<file path="config.mk">
export PLATFORM = sky130hd
export DESIGN_NAME = axi_wr_arbiter
export DESIGN_NICKNAME = d
export VERILOG_FILES = /design/src/rtl/axi_wr_arbiter.sv
export SDC_FILE = /design/constraint.sdc
export NUM_CORES = 1
export LEC_CHECK = 0
export BUFFER_PORTS_ARGS = -buffer_cell sky130_fd_sc_hd__buf_2
export CELL_PAD_IN_SITES_DETAIL_PLACEMENT = 1
export CELL_PAD_IN_SITES_GLOBAL_PLACEMENT = 2
export CORE_AREA = 3 3 203 205
export DETAILED_ROUTE_END_ITERATION = 6
export DIE_AREA = 0 0 206 208
export PLACE_DENSITY_LB_ADDON = 0.08
export SLEW_MARGIN = 20
export SYNTH_ARGS = -nofsm -noshare
export SYNTH_HDL_FRONTEND = slang
export SYNTH_SLANG_ARGS = --single-unit
</file>
<file path="constraint.sdc">
create_clock -name ACLK -period 1.8 [get_ports ACLK]
set_input_delay 0.18 -clock ACLK [delete_from_list [all_inputs] [get_ports ACLK]]
set_output_delay 0.18 -clock ACLK [all_outputs]
set_load 0.03 [all_outputs]
</file>
<file path="src/rtl/axi_wr_arbiter.sv">
`default_nettype none
// ============================================================================
// Module      : axi_wr_arbiter
// Description : Round-robin AXI write-path arbiter (AW/W/B), NUM_MST masters to
//               one slave. Optional WLAST/AWLEN check via AXI_WR_ARB_LEN_CHECK_EN.
// Revision    : 1.0  initial release
// ============================================================================
module axi_wr_arbiter #(
    parameter int NUM_MST    = 4,
    parameter int ADDR_WIDTH = 32,
    parameter int DATA_WIDTH = 32,
    parameter int ID_WIDTH   = 4,
    parameter int MW         = $clog2(NUM_MST)
) (
    input  logic                               ACLK,
    input  logic                               ARESET,
    input  logic [NUM_MST*ID_WIDTH-1:0]        M_AWID,
    input  logic [NUM_MST*ADDR_WIDTH-1:0]      M_AWADDR,
    input  logic [NUM_MST*8-1:0]               M_AWLEN,
    input  logic [NUM_MST*3-1:0]               M_AWSIZE,
    input  logic [NUM_MST*2-1:0]               M_AWBURST,
    input  logic [NUM_MST*3-1:0]               M_AWPROT,
    input  logic [NUM_MST-1:0]                 M_AWVALID,
    output logic [NUM_MST-1:0]                 M_AWREADY,
    input  logic [NUM_MST*DATA_WIDTH-1:0]      M_WDATA,
    input  logic [NUM_MST*(DATA_WIDTH/8)-1:0]  M_WSTRB,
    input  logic [NUM_MST-1:0]                 M_WLAST,
    input  logic [NUM_MST-1:0]                 M_WVALID,
    output logic [NUM_MST-1:0]                 M_WREADY,
    output logic [NUM_MST*ID_WIDTH-1:0]        M_BID,
    output logic [NUM_MST*2-1:0]               M_BRESP,
    output logic [NUM_MST-1:0]                 M_BVALID,
    input  logic [NUM_MST-1:0]                 M_BREADY,
    output logic [ID_WIDTH+MW-1:0]             S_AWID,
    output logic [ADDR_WIDTH-1:0]              S_AWADDR,
    output logic [7:0]                         S_AWLEN,
    output logic [2:0]                         S_AWSIZE,
    output logic [1:0]                         S_AWBURST,
    output logic [2:0]                         S_AWPROT,
    output logic                               S_AWVALID,
    input  logic                               S_AWREADY,
    output logic [ID_WIDTH+MW-1:0]             S_WID,
    output logic [DATA_WIDTH-1:0]              S_WDATA,
    output logic [DATA_WIDTH/8-1:0]            S_WSTRB,
    output logic                               S_WLAST,
    output logic                               S_WVALID,
    input  logic                               S_WREADY,
    input  logic [ID_WIDTH+MW-1:0]             S_BID,
    input  logic [1:0]                         S_BRESP,
    input  logic                               S_BVALID,
    output logic                               S_BREADY,
    output logic                               ERR_WLAST
);

    localparam int STRB_W = DATA_WIDTH / 8;

    typedef enum logic [1:0] {
        ST_IDLE = 2'd0,
        ST_ADDR = 2'd1,
        ST_DATA = 2'd2
    } state_e;

    state_e                state_q, state_d;
    logic [MW-1:0]         grant_q, grant_d;
    logic [MW-1:0]         last_q, last_d;
    logic [ID_WIDTH-1:0]   awid_q;
    logic [7:0]            beat_cnt_q;

    logic                  aw_hs;
    logic                  w_hs;
    logic                  rr_found;
    logic [MW-1:0]         rr_idx;
    logic [MW-1:0]         b_sel;
    logic                  b_sel_ok;

    // Scan from farthest to nearest so the nearest requester after last_q wins.
    always_comb begin
        rr_found = 1'b0;
        rr_idx   = '0;
        for (int k = NUM_MST; k >= 1; k--) begin
            if (M_AWVALID[(int'(last_q) + k) % NUM_MST]) begin
                rr_found = 1'b1;
                rr_idx   = MW'((int'(last_q) + k) % NUM_MST);
            end
        end
    end

    always_comb begin
        state_d = state_q;
        grant_d = grant_q;
        last_d  = last_q;
        case (state_q)
            ST_IDLE: begin
                if (rr_found) begin
                    grant_d = rr_idx;
                    last_d  = rr_idx;
                    state_d = ST_ADDR;
                end
            end
            ST_ADDR: begin
                if (aw_hs) begin
                    state_d = ST_DATA;
                end
            end
            ST_DATA: begin
                if (w_hs && S_WLAST) begin
                    state_d = ST_IDLE;
                end
            end
            default: state_d = ST_IDLE;
        endcase
    end

    always_comb begin
        S_AWID    = '0;
        S_AWADDR  = '0;
        S_AWLEN   = '0;
        S_AWSIZE  = '0;
        S_AWBURST = '0;
        S_AWPROT  = '0;
        S_AWVALID = 1'b0;
        M_AWREADY = '0;
        S_WID     = '0;
        S_WDATA   = '0;
        S_WSTRB   = '0;
        S_WLAST   = 1'b0;
        S_WVALID  = 1'b0;
        M_WREADY  = '0;
        if (state_q == ST_ADDR) begin
            S_AWID             = {grant_q, M_AWID[grant_q*ID_WIDTH +: ID_WIDTH]};
            S_AWADDR           = M_AWADDR[grant_q*ADDR_WIDTH +: ADDR_WIDTH];
            S_AWLEN            = M_AWLEN[grant_q*8 +: 8];
            S_AWSIZE           = M_AWSIZE[grant_q*3 +: 3];
            S_AWBURST          = M_AWBURST[grant_q*2 +: 2];
            S_AWPROT           = M_AWPROT[grant_q*3 +: 3];
            S_AWVALID          = M_AWVALID[grant_q];
            M_AWREADY[grant_q] = S_AWREADY;
        end
        if (state_q == ST_DATA) begin
            S_WID             = {grant_q, awid_q};
            S_WDATA           = M_WDATA[grant_q*DATA_WIDTH +: DATA_WIDTH];
            S_WSTRB           = M_WSTRB[grant_q*STRB_W +: STRB_W];
            S_WLAST           = M_WLAST[grant_q];
            S_WVALID          = M_WVALID[grant_q];
            M_WREADY[grant_q] = S_WREADY;
        end
    end

    assign aw_hs = S_AWVALID & S_AWREADY;
    assign w_hs  = S_WVALID & S_WREADY;

    always_ff @(posedge ACLK) begin
        if (ARESET) begin
            state_q    <= ST_IDLE;
            grant_q    <= '0;
            last_q     <= MW'(NUM_MST - 1);
            awid_q     <= '0;
            beat_cnt_q <= '0;
        end else begin
            state_q <= state_d;
            grant_q <= grant_d;
            last_q  <= last_d;
            if (aw_hs) begin
                awid_q <= S_AWID[ID_WIDTH-1:0];
            end
            if (w_hs) begin
                if (S_WLAST) begin
                    beat_cnt_q <= '0;
                end else if (beat_cnt_q != 8'hFF) begin
                    beat_cnt_q <= beat_cnt_q + 8'd1;
                end
            end
        end
    end

    // B channel is purely combinational and independent of the AW/W state.
    assign b_sel    = S_BID[ID_WIDTH+MW-1:ID_WIDTH];
    assign b_sel_ok = (int'(b_sel) < NUM_MST);
    assign M_BID    = {NUM_MST{S_BID[ID_WIDTH-1:0]}};
    assign M_BRESP  = {NUM_MST{S_BRESP}};

    always_comb begin
        M_BVALID = '0;
        S_BREADY = 1'b1;
        if (b_sel_ok) begin
            M_BVALID[b_sel] = S_BVALID;
            S_BREADY        = M_BREADY[b_sel];
        end
    end

`ifdef AXI_WR_ARB_LEN_CHECK_EN
    logic [7:0] awlen_q;
    logic       err_q;

    always_ff @(posedge ACLK) begin
        if (ARESET) begin
            awlen_q <= '0;
            err_q   <= 1'b0;
        end else begin
            if (aw_hs) begin
                awlen_q <= S_AWLEN;
            end
            err_q <= w_hs && ((beat_cnt_q == awlen_q) != S_WLAST);
        end
    end

    assign ERR_WLAST = err_q;
`else
    assign ERR_WLAST = 1'b0;
`endif

endmodule
`default_nettype wire

</file>
==> impl_metrics.json, run 1 <==
{
  "dieArea_um2": 42800,
  "gp_congestion": 0.843,
  "nets": 1183,
  "fp.coreArea_um2": 39600,
  "worst_skew_pair.late_latency_ns": 0.24,
  "root_buffer": "clkbuf_16",
  "wire_per_inst_um": 21.2,
  "drv_slew": 0,
  "ys_warn_count": 0,
  "cp_max_fo": 7,
  "vias": 4895,
  "r2r_slack_ns": 0.09,
  "p_leak_uw": 0.00363,
  "cts_inserted_buffers": 3,
  "max_freq_mhz": 504,
  "cts.sinks": 10,
  "clock_path_buffers": 2,
  "combPwrFrac_pct": 81.3,
  "p_sw_share_pct": 39.3,
  "detail_route.wirelength_um": 28400,
  "pwr_density_cell_nw_per_um2": 507,
  "ir_drop_v": 0.000220,
  "crit_path_start_kind": "flip-flop",
  "critPathSlowestCell": "mux4_2",
  "endpoint_kind": "primary output",
  "fillers": 4700,
  "violations": "negative setup slack",
  "grt_pass1_vias": 5728,
  "dieWidth_um": 206,
  "post-route-min-period_ns": 1.98,
  "ys_seq_area_share_pct": 5.50,
  "fin_ws_ns": -0.184,
  "cts_tree": "yes",
  "max_slew.worst_pin.slew_ns": 0.544,
  "h-tree-depth": 1,
  "most-common-layout-cells": "buf_2, mux4_2, buf_6, and2_4, buf_4",
  "holdCritPathClass": "in -> reg",
  "via_per_inst": 3.66,
  "track_usage_pct": 12.3,
  "clock_skew_ns": 0.00486,
  "dp_hpwl_um": 24600,
  "critPathArrivalTime_ns": 1.80,
  "antenna_found_initial": 20,
  "netSwitchingPower_uw": 1560,
  "placementRows": 73,
  "drtIter0Drc": 94,
  "yosysUniqueCellTypes": 35,
  "ctsHoldBuffers": 0,
  "rsz0062_at_grt": "yes",
  "hold_violations": 0,
  "hold_ws_ns": 0.284,
  "status": "finished, violations left",
  "synth_nets": 709,
  "worst_ep_required_time_ns": 1.62,
  "ys_ff_latch": 10,
  "first_pass_iters": 4,
  "start_util_pct": 9.19,
  "setup_viol_count_final": 91,
  "mostFrequentLayoutCell": "buf_2",
  "overflow": 0,
  "grt_max_degree": 48,
  "io_buffer_count": 486,
  "synth_cells": 328,
  "max_cap_violations": 0,
  "max_slew_margin_pct": 63.5,
  "crit_path_cell_trace": "buf_12 > buf_12 > mux4_2 > and2_4 > buf_6",
  "synth_area_um2": 3640,
  "drc": 0,
  "io_pins": 518,
  "p_int_uw": 2420,
  "ant_nets": 0,
  "avgSynthCellArea_um2": 11.1,
  "cp_common_cell": "buf_12",
  "areaGrowthSynthToFinish_pct": 116,
  "dpl_worst_slack_ns": -0.0243,
  "slowest_delay_ns": 0.51,
  "p_clk_share_pct": 11.4,
  "path_clk_slew_ns": 0.05,
  "grt_pass1_wl_um": 39400,
  "drive_gt1_share_pct": 88.9,
  "pwr-share-seq_pct": 7.3,
  "fp.dieH_um": 208,
  "path_class": "reg -> out",
  "period_share_pct": 110
}
-- cell usage after synthesis, drive strengths merged --
cell type	count	share of area [%]
inv	3	0.31
a21oi	5	0.79
or3	1	0.17
buf	44	8.4
conb	1	0.10
and3	1	0.17
clkbuf	15	1.5
and3b	1	0.24
nand2b	3	0.52
nand4	1	0.17
nor2b	3	0.52
mux4	92	57
nand2	8	0.82
o21ai	4	0.55
a311oi	2	0.65
nor3b	3	0.62
a311o	1	0.27
dfxtp	10	5.5
o211ai	1	0.21
mux2i	4	1.1
nor3	4	0.69
nor4	1	0.17
nand3	4	0.69
and2	99	17
nor2	16	1.6
a21o	1	0.21
-- critical path: cells and delay by family (launching register included) --
| family | cells | cell delay, ns |
|---|---|---|
| mux | 1 | 0.51 |
| buf+inv | 3 | 0.45 |
| flops | 1 | 0.42 |
| simple gates | 1 | 0.18 |
-- repair_timing --
item | CTS | global route
setup buffers | 9 | 3
cloned | 3 | 3
pin swaps | 4 | 32
resized for setup | 249 | 13
setup endpoints to repair | 98 | 100
-- area by class of cell --
type / count / area (um2) / area share [%]
well taps: 525 / 657 / 8.36
diodes: 12 / 30.0 / 0.382
inverters: 3 / 11.3 / 0.143
multi-input cells: 256 / 3280 / 41.8
clock buffers: 4 / 88.8 / 1.13
repair buffers: 528 / 3570 / 45.5
flip-flops and latches: 10 / 210 / 2.68
-- registers in the layout (all words and copies together) (netlist names) --
signal   flops
awid_q       4
last_q       2
grant_q      2
state_q      2
-- metal layers --
| metal | wire [um] | global-route usage [%] | share of wire, % | up-vias |
|---|---|---|---|---|
| li1 | - | - | - | 2209 |
| met1 | 9530 | 11.9 | 34 | 2344 |
| met2 | 15200 | 24.0 | 54 | 293 |
| met3 | 3170 | 4.94 | 11 | 33 |
| met4 | 365 | 2.53 | 1.3 | 16 |
| met5 | 115 | 0 | 0.41 | - |
-- path summary, 6_finish.rpt --
check / depth (start not counted) / end / start
setup reg to reg: 5 / awid_q[3] / grant_q[0]
hold reg to reg: 1 / state_q[0] / state_q[1]
hold / removal: 2 / awid_q[0] / ARESET
setup / recovery: 5 / S_WDATA[26] / grant_q[0]
-- power by group through the flow --
stage          combinational [uW]  clock [uW]  sequential (uW)
2_1_floorplan                1730           0              265
3_3_place_gp                 2670           0              290
3_5_place_dp                 2690           0              291
4_1_cts                      3210         469              291
5_1_grt                      3480         480              296
6_report                     3240         455              289
-- metrics by stage --
step                setup TNS, ns  utilization, %  area (um2)  power, uW  instances
finish                     -12.03            19.8        7860       3980       1338
global route               -18.05            19.8        7840       4260       1333
CTS                        -15.40            19.4        7670       3970       1320
detailed placement        -0.0751            16.9        6720       2980       1305
global placement                0            16.9        6720       2960       1305
floorplan                       0               -        3640       1990        328
-- kinds of logic (layout without fill, tap and decap cells) --
kind of cell / count (synthesis) / count (layout) / share of synthesized area [%]
compound gates: 14 / 14 / 2.68
buf+inv: 62 / 535 / 10.3
flops: 10 / 10 / 5.50
mux: 96 / 96 / 58.0
other cells: 1 / 13 / 0.103
simple gates: 145 / 145 / 23.4
No activity file was read; power rests on OpenSTA's default activity.
==> run 2: changes to the inputs <==
--- a/config.mk
+++ b/config.mk
@@ -8,9 +8,9 @@
 export BUFFER_PORTS_ARGS = -buffer_cell sky130_fd_sc_hd__buf_2
 export CELL_PAD_IN_SITES_DETAIL_PLACEMENT = 1
 export CELL_PAD_IN_SITES_GLOBAL_PLACEMENT = 2
-export CORE_AREA = 3 3 203 205
+export CORE_AREA = 3 3 202 204
 export DETAILED_ROUTE_END_ITERATION = 6
-export DIE_AREA = 0 0 206 208
+export DIE_AREA = 0 0 205 207
 export PLACE_DENSITY_LB_ADDON = 0.08
 export SLEW_MARGIN = 20
 export SYNTH_ARGS = -nofsm -noshare
==> constraint.sdc (replaced) <==
create_clock -name ACLK -period 2.4 [get_ports ACLK]
set_input_delay 0.24 -clock ACLK [delete_from_list [all_inputs] [get_ports ACLK]]
set_output_delay 0.24 -clock ACLK [all_outputs]
set_load 0.03 [all_outputs]
==> impl_metrics.json, run 2 (synthesis gave the netlist of run 1 again) <==
{
  "grt_pass1_vias": 5614,
  "cts.sinks": 10,
  "largest_register_ffs": 4,
  "holdCritPathClass": "in -> reg",
  "via_per_inst": 3.70,
  "start_util_pct": 9.23,
  "dieWidth_um": 205,
  "ant_nets": 0,
  "path_clk_slew_ns": 0.04,
  "clock_skew_ns": 0.000162,
  "path_class": "reg -> out",
  "netSwitchingPower_uw": 1040,
  "placementRows": 73,
  "met1_length_um": 8450,
  "clock_path_buffers": 2,
  "gp_congestion": 0.828,
  "endpoint_kind": "primary output",
  "pwr_density_cell_nw_per_um2": 358,
  "max_freq_mhz": 451,
  "p_int_uw": 1330,
  "p_clk_share_pct": 12.7,
  "antenna_found_initial": 22,
  "hold_violations": 0,
  "largest_register": "awid_q",
  "pwr-share-seq_pct": 9.6,
  "first_pass_iters": 4,
  "worst_ep_required_time_ns": 2.16,
  "fin_setup_tns_ns": 0,
  "cts_inserted_buffers": 3,
  "crit_family": "multiplexers",
  "most-common-layout-cells": "buf_2, and2_1, mux4_2, nor2_1",
  "ctsHoldBuffers": 0,
  "max_cap_violations": 0,
  "grt_pass1_wl_um": 37600,
  "max_slew.worst_pin.slew_ns": 0.586,
  "routed-wl-met3_um": 3240,
  "p_leak_uw": 0.00320,
  "p_sw_share_pct": 43.9,
  "mostFrequentLayoutCell": "buf_2",
  "cp_num_buf_inv": 2,
  "h-tree-depth": 1,
  "drive_gt1_share_pct": 77.9,
  "status": "finished, final reports clean",
  "final_cells": 1301,
  "worst_skew_pair.late_latency_ns": 0.24,
  "ir_drop_v": 0.000154,
  "dp_cells": 1291,
  "io_pins": 518,
  "drc": 0,
  "drv_slew": 0,
  "dp_hpwl_um": 23700,
  "drtIter0Drc": 133,
  "track_usage_pct": 11.7,
  "cp_max_fo": 31,
  "setup_viol_count_final": 0,
  "rsz0062_at_grt": "no",
  "nets": 1152,
  "max_slew_margin_pct": 60.7,
  "critPathArrivalTime_ns": 1.98,
  "period_share_pct": 92.5,
  "fp.coreArea_um2": 39500,
  "detail_route.wirelength_um": 26600,
  "grt_max_degree": 44,
  "top_layer": "met5",
  "overflow": 0,
  "crit_path_start_kind": "flip-flop",
  "critPathSlowestCell": "mux4_2",
  "postCtsSetupBuffers": 0,
  "post-route-min-period_ns": 2.22,
  "cts_tree": "yes",
  "root_buffer": "clkbuf_16",
  "fin_util_pct": 16.8,
  "crit_path_cell_trace": "buf_12 > mux4_2 > and2_1 > buf_2",
  "vias": 4813,
  "combPwrFrac_pct": 77.7,
  "fp.dieH_um": 207,
  "wire_per_inst_um": 20.5,
  "cts.repair.resized": 0,
  "slowest_delay_ns": 0.57,
  "io_buffer_count": 486,
  "dieArea_um2": 42400,
  "dr_wl_met2_um": 14500,
  "areaGrowthSynthToFinish_pct": 82.4
}
==> run 2: cell types whose count changed in the layout (fill, tap and decap cells not counted), moves of 6 or more <==
cell / change
buf_2: +93
buf_6: -81
and2_1: +76
and2_4: -76
buf_4: -29
buf_12: -6
diode_2: -6
==> run 2: final cells by class <==
class	instances	area [um2]
diodes	6	15.0
flip-flops and latches	10	208
fillers	4759	32800
clock buffers	3	75.1
multi-input cells	256	3080
well taps	525	657
clock inverters	1	3.75
inverters	3	11.3
repair buffers	497	2590
==> run 2: power groups by stage <==
stage / Sequential (uW) / Combinational, uW / Clock, uW
floorplan: 199 / 1300 / 0
CTS: 232 / 1900 / 308
detailed placement: 234 / 1900 / 0
global placement: 232 / 1880 / 0
finish: 229 / 1850 / 301
global route: 236 / 2010 / 314
==> run 2: final timing paths <==
kind | from | endpoint | slack, ns | cells past startpoint
worst min-delay path | ARESET | state_q[1] | 0.33 | 2
worst min register to register | awid_q[2] | awid_q[2] | 0.50 | 2
worst max-delay path | grant_q[0] | S_WSTRB[3] | 0.18 | 4
worst max register to register | grant_q[0] | awid_q[1] | 0.44 | 5
==> run 2: per-layer routing <==
metal	up-vias	GRT usage (%)
li1	2134	-
met1	2308	10.9
met2	303	23.3
met3	48	5.30
met4	20	1.60
met5	-	0
==> run 2: through the flow <==
step	hold WS, ns	area [um2]	power, uW	setup WS (ns)
floorplan	0.455	3640	1500	0.555
global placement	0.481	6550	2120	0.395
detailed placement	0.481	6550	2140	0.377
CTS	0.354	6630	2440	0.123
global route	0.353	6640	2560	0.0617
finish	0.334	6640	2380	0.181
==> run 3: changes to the inputs <==
--- a/config.mk
+++ b/config.mk
@@ -5,7 +5,8 @@
 export SDC_FILE = /design/constraint.sdc
 export NUM_CORES = 1
 export LEC_CHECK = 0
-export BUFFER_PORTS_ARGS = -buffer_cell sky130_fd_sc_hd__buf_2
+export BUFFER_PORTS_ARGS = -buffer_cell sky130_fd_sc_hd__buf_4
+export CAP_MARGIN = 20
 export CELL_PAD_IN_SITES_DETAIL_PLACEMENT = 1
 export CELL_PAD_IN_SITES_GLOBAL_PLACEMENT = 2
 export CORE_AREA = 3 3 202 204
==> impl_metrics.json, run 3 (synthesis gave the netlist of run 1 again) <==
{
  "largest_register": "awid_q",
  "ir_drop_v": 0.000260,
  "most-common-layout-cells": "buf_4, and2_1, mux4_2, nor2_1",
  "period_share_pct": 90.6,
  "max_slew_margin_pct": 64.9,
  "root_buffer": "clkbuf_16",
  "critPathSlowestCell": "mux4_2",
  "max_cap_violations": 0,
  "postCtsSetupBuffers": 0,
  "finalInstanceArea_um2": 7850,
  "status": "finished, final reports clean",
  "dpl_cell_area_um2": 7750,
  "holdCritPathClass": "in -> reg",
  "rsz0062_at_grt": "no",
  "io_pins": 518,
  "critPathArrivalTime_ns": 1.93,
  "cts.repair.resized": 0,
  "ctsHoldBuffers": 0,
  "grt_max_degree": 55,
  "dieArea_um2": 42400,
  "track_usage_pct": 12.7,
  "placementRows": 73,
  "slowest_delay_ns": 0.57,
  "fp.coreArea_um2": 39500,
  "max_freq_mhz": 460,
  "dieWidth_um": 205,
  "mostFrequentLayoutCell": "buf_4",
  "cts_inserted_buffers": 3,
  "overflow": 0,
  "wire_per_inst_um": 22.2,
  "hold_violations": 0,
  "crit_path_cell_trace": "buf_12 > mux4_2 > and2_1 > buf_4",
  "grt_pass1_vias": 5744,
  "dp_cells": 1288,
  "grt_pass1_wl_um": 40500,
  "drtIter0Drc": 131,
  "nets": 1149,
  "max_slew.worst_pin.slew_ns": 0.523,
  "p_leak_uw": 0.00353,
  "seq_area_um2": 208,
  "detail_route.wirelength_um": 28700,
  "first_pass_iters": 4,
  "setup_viol_count_final": 0,
  "crit_path_start_kind": "flip-flop",
  "ant_nets": 0,
  "path_class": "reg -> out",
  "drc": 0,
  "fin_util_pct": 19.9,
  "antenna_found_initial": 1,
  "fillers": 4651,
  "drive_gt1_share_pct": 78.0,
  "post-route-min-period_ns": 2.17,
  "clock_path_buffers": 2,
  "drv_slew": 0,
  "path_clk_slew_ns": 0.04,
  "gp_congestion": 0.816,
  "dp_hpwl_um": 24900,
  "cts.sinks": 10,
  "fp.dieH_um": 207,
  "cp_max_fo": 50,
  "areaGrowthSynthToFinish_pct": 115,
  "clock_skew_ns": 0.00121,
  "h-tree-depth": 1,
  "largest_register_ffs": 4,
  "io_buffer_count": 486,
  "endpoint_kind": "primary output",
  "vias": 4817,
  "final_cells": 1293,
  "pwr_density_cell_nw_per_um2": 342,
  "cts_tree": "yes",
  "start_util_pct": 9.23,
  "fin_setup_tns_ns": 0,
  "multi_input_area_um2": 3080,
  "via_per_inst": 3.73,
  "worst_skew_pair.late_latency_ns": 0.24,
  "worst_ep_required_time_ns": 2.16
}
[run 3: changes by cell type in the layout (fill, tap and decap cells not counted), sizes merged]
cell / delta
buf: -3
clkbuf: +1
clkinv: -1
diode: -5
[run 3: where the power goes]
| part | switching (uW) | total, uW | internal (uW) |
|---|---|---|---|
| registers | 43.4 | 229 | 186 |
| logic | 938 | 2120 | 1180 |
| clock network | 86.2 | 338 | 251 |
[run 3: final timing paths]
check	slack, ns	depth (start not counted)	start	end
setup / recovery	0.23	4	grant_q[0]	S_WDATA[30]
hold / removal	0.27	2	ARESET	state_q[1]
setup reg to reg	0.61	5	grant_q[0]	awid_q[2]
hold reg to reg	0.50	2	awid_q[3]	awid_q[3]
[run 3: final cells by class]
| type | instances | area share [%] |
|---|---|---|
| clock buffers | 4 | 1.13 |
| flip-flops and latches | 10 | 2.65 |
| diodes | 1 | 0.0319 |
| inverters | 3 | 0.144 |
| multi-input cells | 256 | 39.3 |
| repair buffers | 494 | 48.4 |
| well taps | 525 | 8.37 |
[run 3: per-layer routing]
layer	routed length, um	vias to the layer above	global-route usage (%)
met5	0	-	0
met4	399	0	2.10
met3	3670	22	5.80
met2	15300	298	24.8
met1	9290	2375	12.3
li1	-	2122	-
[run 3: worst max-delay path: cells and delay by family, from the launching register on]
family / cells / cell delay [ns]
mux: 1 / 0.57
flops: 1 / 0.37
simple gates: 1 / 0.18
buf+inv: 2 / 0.50
[run 3: metrics by stage]
stage / hold WS [ns] / power (uW) / worst slack, ns
detailed placement: 0.481 / 2400 / 0.430
floorplan: 0.455 / 1500 / 0.555
global placement: 0.470 / 2380 / 0.456
CTS: 0.264 / 2750 / 0.172
finish: 0.270 / 2680 / 0.225
global route: 0.277 / 2870 / 0.121
